$ cat src/rtl/regfile_wb_arbiter.sv
// Writeback arbiter for the single register-file write port: ALU (A) vs load unit (B),
// a one-cycle output register, and a busy scoreboard that raises oSTALL on stale operands.
module regfile_wb_arbiter #(
  parameter int XLEN     = 32,
  parameter int NREG     = 32,
  parameter int AW       = 5,
  parameter int MAX_WAIT = 3
) (
  input  logic            iCLK,
  input  logic            iRST_N,
  input  logic            iA_VALID,
  output logic            oA_READY,
  input  logic [AW-1:0]   iA_RD,
  input  logic [XLEN-1:0] iA_DATA,
  input  logic            iB_VALID,
  output logic            oB_READY,
  input  logic [AW-1:0]   iB_RD,
  input  logic [XLEN-1:0] iB_DATA,
  input  logic            iISSUE_VALID,
  input  logic [AW-1:0]   iISSUE_RD,
  input  logic [AW-1:0]   iRS1,
  input  logic [AW-1:0]   iRS2,
  output logic            oSTALL,
  output logic            oRF_WE,
  output logic [AW-1:0]   oRF_RD,
  output logic [XLEN-1:0] oRF_WDATA
);

  localparam int CW = ($clog2(MAX_WAIT) > 0) ? $clog2(MAX_WAIT) : 1;

  typedef enum logic {PRI_A, PRI_B} arbState_t;

  arbState_t       state, stateNext;
  logic [CW-1:0]   starveCnt, starveCntNext;
  logic            grantA, grantB;
  logic [AW-1:0]   winRd;
  logic [XLEN-1:0] winData;
  logic [NREG-1:1] busy;
  logic [NREG-1:0] busyFull;

  // NOTE: every signal driven here gets a default first, so no path leaves it unassigned and no latch is inferred.
  always_comb begin
    oA_READY      = 1'b1;
    oB_READY      = ~iA_VALID;
    stateNext     = state;
    starveCntNext = '0;
    if (state == PRI_B) begin
      oA_READY  = ~iB_VALID;
      oB_READY  = 1'b1;
      // B is always granted here when valid, so PRI_B never lasts more than one cycle.
      stateNext = PRI_A;
    end else if (iB_VALID && !oB_READY) begin
      if (starveCnt == CW'(MAX_WAIT - 1)) begin
        stateNext = PRI_B;
      end else begin
        starveCntNext = starveCnt + 1'b1;
      end
    end
  end

  assign grantA  = iA_VALID & oA_READY;
  assign grantB  = iB_VALID & oB_READY;
  assign winRd   = grantB ? iB_RD : iA_RD;
  assign winData = grantB ? iB_DATA : iA_DATA;

  // NOTE: sequential state uses non-blocking assignments so every flop samples pre-edge values.
  always_ff @(posedge iCLK or negedge iRST_N) begin
    if (!iRST_N) begin
      state     <= PRI_A;
      starveCnt <= '0;
    end else begin
      state     <= stateNext;
      starveCnt <= starveCntNext;
    end
  end

  // x0 grants complete the handshake but never reach the register file.
  always_ff @(posedge iCLK or negedge iRST_N) begin
    if (!iRST_N) begin
      oRF_WE    <= 1'b0;
      oRF_RD    <= '0;
      oRF_WDATA <= '0;
    end else begin
      oRF_WE <= (grantA | grantB) && (winRd != '0);
      if ((grantA | grantB) && (winRd != '0)) begin
        oRF_RD    <= winRd;
        oRF_WDATA <= winData;
      end
    end
  end

  // The scoreboard is only 31 flops, so it is reset like any other control state.
  always_ff @(posedge iCLK or negedge iRST_N) begin
    if (!iRST_N) begin
      busy <= '0;
    end else begin
      for (int i = 1; i < NREG; i++) begin
        if (iISSUE_VALID && iISSUE_RD == AW'(i)) begin
          busy[i] <= 1'b1;
        end else if (oRF_WE && oRF_RD == AW'(i)) begin
          busy[i] <= 1'b0;
        end
      end
    end
  end

  assign busyFull = {busy, 1'b0};
  assign oSTALL   = ((iRS1 != '0) & busyFull[iRS1]) | ((iRS2 != '0) & busyFull[iRS2]);

endmodule

$ cat config.mk
export PLATFORM = sky130hd
export DESIGN_NAME = regfile_wb_arbiter
export DESIGN_NICKNAME = d
export VERILOG_FILES = /design/src/rtl/regfile_wb_arbiter.sv
export SDC_FILE = /design/constraint.sdc
export NUM_CORES = 1
export LEC_CHECK = 0
export ABC_AREA = 1
export BUFFER_PORTS_ARGS = -buffer_cell sky130_fd_sc_hd__clkbuf_2
export CAP_MARGIN = 10
export CORE_MARGIN = 1.5
export CORE_UTILIZATION = 40
export DETAILED_ROUTE_END_ITERATION = 7
export PLACE_DENSITY = 0.65
export RECOVER_POWER = 50
export SYNTH_ARGS = -nofsm -noshare
export SYNTH_HDL_FRONTEND = slang
export SYNTH_SLANG_ARGS = --single-unit
$ cat constraint.sdc
create_clock -name iCLK -period 4.1 [get_ports iCLK]
set_input_delay 0.82 -clock iCLK [delete_from_list [all_inputs] [get_ports iCLK]]
set_output_delay 0.82 -clock iCLK [all_outputs]
set_load 0.005 [all_outputs]
==> summary.txt <==
Clock tree
  – Clk sinks: 72
  – Setup bufs post-CTS: 0
  – Clock Latency Late Sink: 0.35 ns
  – H-tree depth: 3
  – CTS Buffer Depth: 2
  – Root Driver: clkbuf_8
  – CTS tree: yes
  – # hold bufs at CTS: 0
  – CTS clk-pin slew, worst paths: 0.08 ns
  – Post_cts resized: 0
  – CTS Buf Count: 9

Global route
  – First-pass GRT wire length: 19.9 mm
  – Vias in the first global route: 4039
  – Largest net degree at the start of global routing: 54
  – GRT overflow: 0
  – Initial antenna violation count: 0
  – Total track usage: 23.5%

Pwr
  – Net Sw Frac: 35.9%
  – Combinational power share: 28.1%
  – Reg power frac: 44.7%
  – Net Sw Power: 0.845 mW
  – VDD IR max: 0.000206 V
  – Pleak: 2.84 nW
  – Pwr/cell area: 465 nW/um^2
  – Clock power share: 27.2%
  – Internal Power: 1.51 mW

Synthesis
  – Synth Instances: 580
  – Ys Warns: 0
  – Mapped Nets: 674
  – Synthesized area per cell: 7.08 sq um
  – Post-Synthesis Cell Area: 4100 sq um
  – #FFs+latches synth: 72
  – Area contributors post-synth: dfrtp_1, nand2_1, mux2i_1
  – Yosys top cell by area: dfrtp_1
  – Sequential area share after synthesis: 43.9%
  – Share of the synthesized area in the top cell type: 43.9%
  – Synth unique cells: 21

Floorplan
  – Core area: 9860 sq um
  – Die Width: 104 um
  – Die Y: 104 um
  – Initial core utilization: 41.6%
  – Io pins: 135
  – Cell Rows: 36
  – Die area: 10900 sq um

Flow run
  – Max Cap Viol: 0

Timing
  – Tmin final: 3.02 ns
  – Tcrit/Tclk final: 73.7%
  – Pins over their slew limit: 0
  – Actual slew at the worst max-slew pin: 1.27 ns
  – Final setup violation count: 0
  – Clock skew: 0.00753 ns
  – Max frequency: 331 MHz
  – Fin. Hold Viols: 0
  – Setup TNS Final: 0 ns
  – Relative slew slack: 15.5%
  – RSZ-0062 raised after global routing: false

Worst setup path
  – Worst endpoint data arrival time: 2.20 ns
  – Worst-path fanout max: 17
  – Worst r2r dst: oRF_WDATA[3]
  – Worst EP required: 3.28 ns
  – Worst-case reg-to-reg path depth: 9
  – Startpoint types: primary input
  – FF-to-FF setup slack: 1.64 ns
  – CP endpoint: oSTALL
  – Critical path endpoint category: output port
  – Crit. Startpoint: iRS1[0]
  – WS Path Type: in -> out
  – R2r startpoint: state

Placed design
  – Final HPWL DP: 9.69 mm
  – Dpl cells: 827
  – Gpl congestion: 0.893
  – # port buffers: 134

Final layout
  – Post-route insts no fill: 843
  – NumNets Final: 799
  – P&R area growth vs syn: 23.4%
  – Diode count: 0
  – Layout cells sized above 1: 22.0%
  – FILL cells: 1018

Drt
  – Vias: 4130
  – DRC: 0
  – Avg WL per Cell: 14.6 um
  – Routed Antenna Nets: 0
  – Initial detailed-routing violation count: 244
  – Total wire length: 12.3 mm
  – First drt pass iteration count: 4
  – Via density: 4.90

Worst hold path
  – Min-delay worst type: reg -> reg

Outcome
  – Status: finished, final reports clean
metrics by stage:
step	power, mW	hold slack (ns)	util, %	instance area (sq um)	setup slack, ns
floorplan	1.40	0.410	-	4100	1.51
global placement	1.72	0.424	49.1	4840	1.11
detailed placement	1.73	0.435	49.1	4840	1.08
CTS	2.37	0.407	51.4	5070	1.07
global route	2.52	0.474	51.4	5070	0.821
finish	2.35	0.449	51.4	5070	1.08
power by group through the flow:
stage               registers [mW]  clock network (mW)  logic (mW)
floorplan                    0.999                   0       0.405
global placement              1.06                   0       0.656
detailed placement            1.06                   0       0.664
CTS                           1.05               0.653       0.667
global route                  1.08               0.684       0.759
finish                        1.05               0.639       0.662
synthesized netlist by cell type:
master / number
nand2_1: 248
dfrtp_1: 72
o21ai_0: 62
inv_1: 55
nand3_1: 38
nor2_1: 35
mux2i_1: 32
buf_2: 9
clkbuf_1: 6
buf_4: 5
o21ai_1: 5
buf_1: 2
nand2_2: 2
nor4_1: 2
a21oi_1: 1
buf_6: 1
clkbuf_2: 1
inv_2: 1
nand2_4: 1
o31ai_1: 1
or2_2: 1
per-layer routing:
metal / global-route usage (%) / part of all wire (%) / vias to the layer above
met3: 4.07 / 5.5 / 34
met1: 28.5 / 43 / 1865
met5: 0 / 0 / -
li1: - / - / 2076
met2: 39.2 / 47 / 155
met4: 13.4 / 4.8 / 0
placed cells by master (no fill, tap or decap), drive strengths merged:
master and count:
a21oi 1, buf 3, bufinv 2, clkbuf 146, clkinv 3, dfrtp 72
inv 56, mux2i 32, nand2 251, nand3 38, nor2 35, nor4 2
o21ai 67, o31ai 1, or2 1
final cells by class:
| cell class | instances | area (sq um) | share of cell area [%] |
|---|---|---|---|
| multi-input cells | 428 | 1960 | 38.8 |
| flip-flops and latches | 72 | 1800 | 35.6 |
| repair buffers | 138 | 694 | 13.7 |
| inverters | 56 | 210 | 4.15 |
| well taps | 133 | 166 | 3.28 |
| clock buffers | 11 | 151 | 2.99 |
| clock inverters | 5 | 78.8 | 1.56 |
state kept, by name, indices dropped and copies added (netlist names):
name,flops
oRF_WDATA,32
busy,31
oRF_RD,5
starveCnt,2
oRF_WE,1
state,1
worst min-delay path by stage:
| stage | start | slack [ns] | endpoint | cells past startpoint |
|---|---|---|---|---|
| 2_1_floorplan | starveCnt[0] | 0.41 | starveCnt[0] | 1 |
| 3_3_place_gp | starveCnt[0] | 0.42 | starveCnt[0] | 1 |
| 3_5_place_dp | starveCnt[0] | 0.44 | starveCnt[0] | 1 |
| 4_1_cts | iRST_N | 0.41 | oRF_WDATA[16] | 1 |
| 5_1_grt | starveCnt[0] | 0.47 | starveCnt[0] | 1 |
| 6_report | starveCnt[0] | 0.45 | starveCnt[0] | 1 |
cells by family (layout without fill, tap and decap cells):
| kind of cell | Yosys count | after routing | synth area share [%] |
|---|---|---|---|
| AO/OA/AOI/OAI | 69 | 69 | 8.48 |
| flip-flops | 72 | 72 | 43.9 |
| buffers and inverters | 80 | 210 | 8.26 |
| AND/OR/NAND/NOR | 327 | 327 | 31.6 |
| multiplexers | 32 | 32 | 7.80 |
worst max-delay path, stage by stage:
cell,delay [ns]
clkbuf_2,0.22
inv_1,0.37
nand2_1,0.10
nand2_1,0.08
nand2_1,0.05
nand2_1,0.05
nand2_1,0.04
nand2_1,0.05
inv_1,0.04
nand2_1,0.06
nand2_1,0.05
nand2_1,0.05
inv_1,0.04
nand2_1,0.05
clkbuf_2,0.10
Note: power is estimated with default switching activity, not from simulation.
